===== config.mk =====
export PLATFORM = sky130hd
export DESIGN_NAME = palette_lut_flat
export DESIGN_NICKNAME = d
export VERILOG_FILES = /design/src/rtl/palette_lut_if.sv /design/src/rtl/palette_lut.sv /design/src/flat_wrapper.sv
export SDC_FILE = /design/constraint.sdc
export NUM_CORES = 1
export LEC_CHECK = 0
export ABC_AREA = 0
export BUFFER_PORTS_ARGS = -buffer_cell sky130_fd_sc_hd__buf_4
export CAP_MARGIN = 25
export CELL_PAD_IN_SITES_DETAIL_PLACEMENT = 0
export CELL_PAD_IN_SITES_GLOBAL_PLACEMENT = 1
export CORE_MARGIN = 10
export CORE_UTILIZATION = 51
export CTS_CLUSTER_DIAMETER = 200
export DETAILED_ROUTE_END_ITERATION = 12
export PLACE_DENSITY_LB_ADDON = 0.1
export SYNTH_ARGS = -nofsm -noshare
export SYNTH_HDL_FRONTEND = slang
export SYNTH_SLANG_ARGS = --single-unit

===== constraint.sdc =====
create_clock -name clk -period 6.26 [get_ports clk]
set_input_delay 0.626 -clock clk [delete_from_list [all_inputs] [get_ports clk]]
set_output_delay 0.626 -clock clk [all_outputs]
set_load 0.05 [all_outputs]

===== src/rtl/palette_lut_if.sv =====
// palette_lut_if: pixel lookup, palette write and colour-cycling signals of palette_lut
interface palette_lut_if #(
  parameter int IDX_W = 3,
  parameter int COLOR_W = 6
);
  logic [IDX_W-1:0] color_index;
  logic blank;
  logic frame_tick;
  logic cycle_en;
  logic wr_en;
  logic [IDX_W-1:0] wr_addr;
  logic [COLOR_W-1:0] wr_data;
  logic [COLOR_W-1:0] rrggbb;
  logic [IDX_W-1:0] cyc_offset;
  modport master (
    output color_index, blank, frame_tick, cycle_en, wr_en, wr_addr, wr_data,
    input rrggbb, cyc_offset
  );
  modport slave (
    input color_index, blank, frame_tick, cycle_en, wr_en, wr_addr, wr_data,
    output rrggbb, cyc_offset
  );
endinterface


===== src/rtl/palette_lut.sv =====
// palette_lut: writable colour-cycling palette mapping a pixel index to a registered RRGGBB word
module palette_lut #(
  parameter int IDX_W = 3,
  parameter int COLOR_W = 6,
  parameter int CYC_LO = 1,
  parameter int CYC_HI = 6,
  parameter int CYCLE_PERIOD = 4
) (
  input logic clk,
  input logic reset,
  palette_lut_if.slave bus
);
  localparam int DEPTH = 2 ** IDX_W;
  localparam int N = CYC_HI - CYC_LO + 1;
  localparam int DIV_W = CYCLE_PERIOD > 1 ? $clog2(CYCLE_PERIOD) : 1;
  localparam logic [47:0] DEFAULTS = {6'b111000, 6'b110110, 6'b101101, 6'b111000,
                                      6'b110011, 6'b011111, 6'b001011, 6'b000000};
  localparam logic [IDX_W:0] LO = (IDX_W + 1)'(CYC_LO);
  localparam logic [IDX_W:0] HI = (IDX_W + 1)'(CYC_HI);
  localparam logic [IDX_W:0] NN = (IDX_W + 1)'(N);
  localparam logic [IDX_W-1:0] OFF_LAST = IDX_W'(N - 1);
  localparam logic [DIV_W-1:0] DIV_LAST = DIV_W'(CYCLE_PERIOD - 1);
  logic [COLOR_W-1:0] pal [DEPTH];
  logic [DIV_W-1:0] div;
  logic [IDX_W:0] idx, sum;
  logic [IDX_W-1:0] eff;
  function automatic logic [COLOR_W-1:0] dflt(int i);
    logic [COLOR_W+5:0] w;
    w = {DEFAULTS[47-6*(i%8) -: 6], {COLOR_W{1'b0}}};
    return i < 8 ? w[COLOR_W+5 -: COLOR_W] : '0;
  endfunction
  always_comb begin
    idx = {1'b0, bus.color_index};
    sum = idx - LO + {1'b0, bus.cyc_offset};
    eff = (idx >= LO && idx <= HI) ? IDX_W'((sum >= NN ? sum - NN : sum) + LO) : bus.color_index;
  end
  always_ff @(posedge clk) begin
    if (reset) begin
      for (int i = 0; i < DEPTH; i++) pal[i] <= dflt(i);
    end else if (bus.wr_en) begin
      pal[bus.wr_addr] <= bus.wr_data;
    end
  end
  always_ff @(posedge clk) begin
    if (reset) begin
      bus.rrggbb <= '0;
      bus.cyc_offset <= '0;
      div <= '0;
    end else begin
      bus.rrggbb <= bus.blank ? '0 : pal[eff];
      if (!bus.cycle_en) begin
        div <= '0;
        bus.cyc_offset <= '0;
      end else if (bus.frame_tick) begin
        div <= div == DIV_LAST ? '0 : div + 1'b1;
        if (div == DIV_LAST) bus.cyc_offset <= bus.cyc_offset == OFF_LAST ? '0 : bus.cyc_offset + 1'b1;
      end
    end
  end
endmodule


===== src/flat_wrapper.sv =====
// flat-port wrapper written by rule: the top's interface ports become plain ports
module palette_lut_flat 
#(
  parameter int IDX_W = 3,
  parameter int COLOR_W = 6,
  parameter int CYC_LO = 1,
  parameter int CYC_HI = 6,
  parameter int CYCLE_PERIOD = 4
)
  (clk, reset, bus_color_index, bus_blank, bus_frame_tick, bus_cycle_en, bus_wr_en, bus_wr_addr, bus_wr_data, bus_rrggbb, bus_cyc_offset);
  palette_lut_if #(.IDX_W(IDX_W), .COLOR_W(COLOR_W)) bus_i ();
  input logic clk;
  input logic reset;
  input wire logic [$bits(bus_i.color_index)-1:0] bus_color_index;
  input wire logic [$bits(bus_i.blank)-1:0] bus_blank;
  input wire logic [$bits(bus_i.frame_tick)-1:0] bus_frame_tick;
  input wire logic [$bits(bus_i.cycle_en)-1:0] bus_cycle_en;
  input wire logic [$bits(bus_i.wr_en)-1:0] bus_wr_en;
  input wire logic [$bits(bus_i.wr_addr)-1:0] bus_wr_addr;
  input wire logic [$bits(bus_i.wr_data)-1:0] bus_wr_data;
  output wire logic [$bits(bus_i.rrggbb)-1:0] bus_rrggbb;
  output wire logic [$bits(bus_i.cyc_offset)-1:0] bus_cyc_offset;
  assign bus_i.color_index = bus_color_index;
  assign bus_i.blank = bus_blank;
  assign bus_i.frame_tick = bus_frame_tick;
  assign bus_i.cycle_en = bus_cycle_en;
  assign bus_i.wr_en = bus_wr_en;
  assign bus_i.wr_addr = bus_wr_addr;
  assign bus_i.wr_data = bus_wr_data;
  assign bus_rrggbb = bus_i.rrggbb;
  assign bus_cyc_offset = bus_i.cyc_offset;
  palette_lut #(.IDX_W(IDX_W), .COLOR_W(COLOR_W), .CYC_LO(CYC_LO), .CYC_HI(CYC_HI), .CYCLE_PERIOD(CYCLE_PERIOD)) u_core (.clk(clk), .reset(reset), .bus(bus_i));
endmodule

# Word-level counts from Yosys, hierarchy flattened

Memories as Yosys holds them, arrays and structs flattened. A register that Yosys moved wholly into a read port is not among the register bits.
Index checks and enable logic that the tools add are counted.
W data, S select, Z words.

Register bits after elaboration: 5
RAM bits: 48
Output and inout port bits: 9
Memories: 1

Memory list:

| memory     | depth | width | rd ports | clocked after Yosys merged registers in | write ports | line              | RTL |
|---|---|---|---|---|---|---|---|
| u_core.pal | 8     | 6     | 1        | 1                                       | 8           | palette_lut.sv:23 | `logic [COLOR_W-1:0] pal [DEPTH];` |

$add $sub $neg: 6
Order comparisons: 3
Eq/ne operators: 2
Multiplexer cells: 12
Bitwise operators: 1
Reduce and logical (&&, ||, !) cells: 5

Operator list:

| kind                  | number |
|---|---|
| $mux W3               | 4 |
| $add A3 B1 Y3 const B | 2 |
| $mux W1               | 6 |
| $mux W6               | 1 |
| $reduce_or A6 Y1      | 1 |
| $add A4 B3 Y4         | 1 |
| $ge A4 B3 Y1 const B  | 1 |
| $reduce_or A2 Y1      | 2 |
| $sub A3 B1 Y4 const B | 1 |
| $eq A3 B3 Y1 const B  | 1 |
| $ge A3 B1 Y1 const B  | 1 |
| $le A3 B3 Y1 const B  | 1 |
| $sub A3 B3 Y3 const B | 1 |
| $add A2 B1 Y2 const B | 1 |
| $eq A2 B2 Y1 const B  | 1 |
| $mux W2               | 1 |
| $reduce_and A2 Y1     | 1 |
| $logic_and A1 B1 Y1   | 1 |
| $not A1 Y1            | 1 |

# Longest topological paths before layout

Depth after elaboration: 6
Depth in mapped cells: 16

# Least setup slack after synthesis

OpenSTA, ideal clock, no wires.

Path type: register to register
Start: reg u_core.bus.cyc_offset[1]
End: reg u_core.bus.rrggbb[3], read port of u_core.pal
Setup time: 0.116 ns
Arrival: 3.402 ns
Required time: 6.144 ns
Slack: 2.742 ns
Stages on the path, launching flop included: 15
Path buffers: 2
Period minus slack after synthesis: 3.518 ns
Cells stage by stage: dfxtp_1 inv_1 ha_1 inv_1 ha_1 fa_1 xnor2_1 mux2i_1 ha_1 buf_2 a21o_1 a21oi_1 buf_2 o21ai_0 o211a_1

Longest elaborated chain between the ends: 5
Elaborated cells between the ends (all ways): 6

Ends and longest elaborated chain:

| element                                              | line                 | RTL |
|---|---|---|
| start: declaration                                   | palette_lut_if.sv:21 | `output rrggbb, cyc_offset` |
| start signal: assignment                             | palette_lut.sv:56    | `if (div == DIV_LAST) bus.cyc_offset <= bus.cyc_offset == OFF_LAST ? '0 : bus.cyc_offset + 1'b1;` |
| $add A4 B3 Y4 (*)                                    | palette_lut.sv:34    | `sum = idx - LO + {1'b0, bus.cyc_offset};` |
| $ge A4 B3 Y1 / $sub A3 B3 Y3 (equally long branches) | palette_lut.sv:35    | `eff = (idx >= LO && idx <= HI) ? IDX_W'((sum >= NN ? sum - NN : sum) + LO) : bus.color_index;` |
| $mux W3 (*)                                          | palette_lut.sv:35    |  |
| $add A3 B1 Y3 (*)                                    | palette_lut.sv:35    |  |
| $mux W3 (*)                                          | palette_lut.sv:35    |  |
| end: declaration                                     | palette_lut_if.sv:21 |  |

Every way passes the cells marked *; elsewhere a longest branch is shown, timed or not.
A chain may end at the register's enable or synchronous reset.

# Worst setup path in the final report

Start: in bus_color_index[1]
End: reg u_core.bus.rrggbb[5], read port of u_core.pal

Longest elaborated chain between the ends: 6
Elaborated cells between the ends (all ways): 10

Ends and longest elaborated chain:

| element                                              | line               | RTL |
|---|---|---|
| start: declaration                                   | flat_wrapper.sv:14 | `input wire logic [$bits(bus_i.color_index)-1:0] bus_color_index;` |
| $sub A3 B1 Y4                                        | palette_lut.sv:34  |  |
| $add A4 B3 Y4                                        | palette_lut.sv:34  |  |
| $ge A4 B3 Y1 / $sub A3 B3 Y3 (equally long branches) | palette_lut.sv:35  |  |
| $mux W3                                              | palette_lut.sv:35  |  |
| $add A3 B1 Y3                                        | palette_lut.sv:35  |  |
| $mux W3 (*)                                          | palette_lut.sv:35  |  |

Marks and branches as above.

==> qor.yml <==
status:
  status: "finished, final reports clean"
clock_network:
  cts_setup_buffers: 0
  clk_pin_slew_ps: 70
  cts_buffers: 9
  cts_resized: 0
  clock_path_buffers: 2
  cts_tree: "yes"
  h-tree-depth: 3
  cts-hold-fix-buffers: 0
  clock_sinks: 59
  clock_latency_ps: 330
  clock-root-buffer: "clkbuf_8"
finish:
  antenna_cells: 0
  multi_input_area_um2: 1165
  fillerInstances: 467
  seq_area_um2: 1662
  syn2layout_area_growth_pct: 15.29
  fin_nets: 317
  layout-drive-gt1-share_pct: 17.51
routing:
  vias_per_cell: 5.621
  drt_iter0_markers: 173
  vias: 2074
  drc: 0
  detail_route.wl_per_cell_um: 16.94
  drtAntennaViolNets: 0
  wl_mm: 6.250
  drt_pre_antenna_iters: 4
logic_synthesis:
  synth_seq_cells: 59
  yosysTopAreaCellShare_pct: 48.38
  synth_area_per_cell_um2: 11.16
  synth_area_um2: 2979
  synth-edff-count: 48
  ys_seq_area_share_pct: 55.77
  synth-async-reset-ratio_pct: 0
  synth_cell_types: 41
  synth_top_area_cell: "edfxtp_1"
  synth_area_leaders: "edfxtp_1, dfxtp_1, nand2b_1"
  syn-num-nets: 292
  synthCells: 267
  synth-main-ff-cell: "edfxtp_1"
  ys_warn_count: 0
sta:
  fin_crit_sh_pct: 61.51
  tightest_slew_ps: 779.7
  fmax_mhz: 259.7
  clock_skew_ps: 6.916
  final_hold_viol_count: 0
  slew_headroom_pct: 47.91
  maxSlewViolCount: 0
  fin_setup_tns_ps: 0
  setup_viol_count_final: 0
  rsz0062_at_grt: "false"
  min_period_ps: 3851
power_and_ir_drop:
  finalPower_uw: 1034
  p_leak_uw: 0.001354
  peakVddDrop_uv: 176.8
  powerDensity_nw_per_um2: 300.9
setup_path:
  critPathMaxFanout: 14
  slowest_delay_ps: 620
  crit_buf_inv: 3
  critPathKind: "in -> reg"
  crit_top_cell: "ha_1"
  endpoint_kind: "flop"
  critPathArrivalTime_ps: 4130
  crit_required_ps: 6540
  cp_cell_sequence: "buf_4, inv_1, ha_1, inv_1, ha_1, fa_1, xnor2_1, mux2i_1, ha_1, a21o_1, a21oi_1, o221ai_1, o21ai_0, o211a_1"
  crit_slowest_cell: "a21oi_1"
  cp_top_family: "compound AO/OA/AOI/OAI gates"
  start_kind: "primary input"
placement:
  hpwl_mm: 4.595
  numPortBuffers: 26
  gp_congestion: 0.8538
global_routing:
  grt_max_degree: 19
  track_usage_pct: 14.50
  grt_first_pass_wirelength_mm: 10.14
  overflow: 0
  antenna_found_initial: 0
  grt_pass1_vias: 2020
flow_run:
  drv_cap: 0
worst_hold_path:
  hp-class: "reg -> reg"
die:
  io_pins: 27
  core-area_um2: 5574
  initial_core_util_pct: 53.45
  die-area_um2: 9299
  rows: 27
  fp.dieW_um: 96.43
  die_h_um: 96.43
-- routing by layer --
layer | global-route usage (%) | vias up | share of wire [%] | routed length, um
met2 | 21.41 | 63 | 45 | 2825
met4 | 6.053 | 0 | 2.3 | 141
met5 | 0 | - | 0 | 0
met3 | 5.474 | 16 | 7.0 | 440
met1 | 18.77 | 971 | 46 | 2844
li1 | - | 1024 | - | -
-- cells by family after synthesis --
kind of cell	count (synthesis)	synth area share, %
and+or+nand+nor	114	20.29
DFF	59	55.77
AOI/OAI and AO/OA	42	12.01
buffers and inverters	34	5.124
muxes	9	3.024
adders and majority gates	7	3.192
xor gates and xnor gates	2	0.5881
-- worst min-delay path: stages (launching register included) --
cell and delay [ps]:
dfxtp_1 330, mux2i_1 70, nor2_1 70
-- flip-flops by register name, indices dropped and copies added (netlist names) --
signal                 count
u_core.div                 2
u_core.bus.cyc_offset      3
u_core.pal                48
u_core.bus.rrggbb          6
-- layout by cell type (no fill, tap or decap), types with 9 or more instances in the layout --
master,instances
dfxtp_1,11
nor2_1,20
mux2i_1,9
buf_4,26
clkbuf_8,10
inv_1,22
nand2_1,24
edfxtp_1,48
nor3_1,10
nand2b_1,19
-- final timing paths --
kind	start	to	slack [ps]	cells after the start
hold reg to reg	u_core.div[1]	u_core.div[1]	500	2
hold / removal	u_core.div[1]	u_core.div[1]	500	2
setup / recovery	bus_color_index[1]	u_core.bus.rrggbb[5]	2410	14
setup reg to reg	u_core.bus.cyc_offset[1]	u_core.bus.rrggbb[5]	2570	13
-- layout make-up --
| class | count | share of cell area [%] |
|---|---|---|
| inverter | 22 | 2.404 |
| timing repair buffer | 26 | 5.683 |
| clock buffer | 10 | 4.007 |
| sequential | 59 | 48.38 |
| clock inverter | 6 | 2.987 |
| tap | 72 | 2.623 |
| multi-input combinational | 174 | 33.92 |
-- synthesized netlist by cell type (all sizes together) (7+ instances only) --
cell,number
o211a,7
nand2b,19
nand2,24
inv,22
nor2,20
and2,7
edfxtp,48
dfxtp,11
or2,9
nor3,11
buf,9
mux2i,9
-- report_power, final --
group | internal (uW) | total [uW] | switching, uW
Sequential | 449 | 457 | 7.88
Clock | 272 | 414 | 142
Combinational | 60.2 | 163 | 103
Total | 781 | 1030 | 253
-- metrics by stage --
step	instances	util, %	hold slack (ps)	setup WS, ps	instance area [um2]
CTS	369	61.62	515.2	2435	3435
global route	369	61.62	561.7	2087	3435
finish	369	61.62	501.9	2409	3435
global placement	353	57.31	482.1	2203	3194
detailed placement	353	57.31	500.0	2114	3194
floorplan	267	-	464.6	2742	2979
Note: power is estimated with default switching activity, not from simulation.
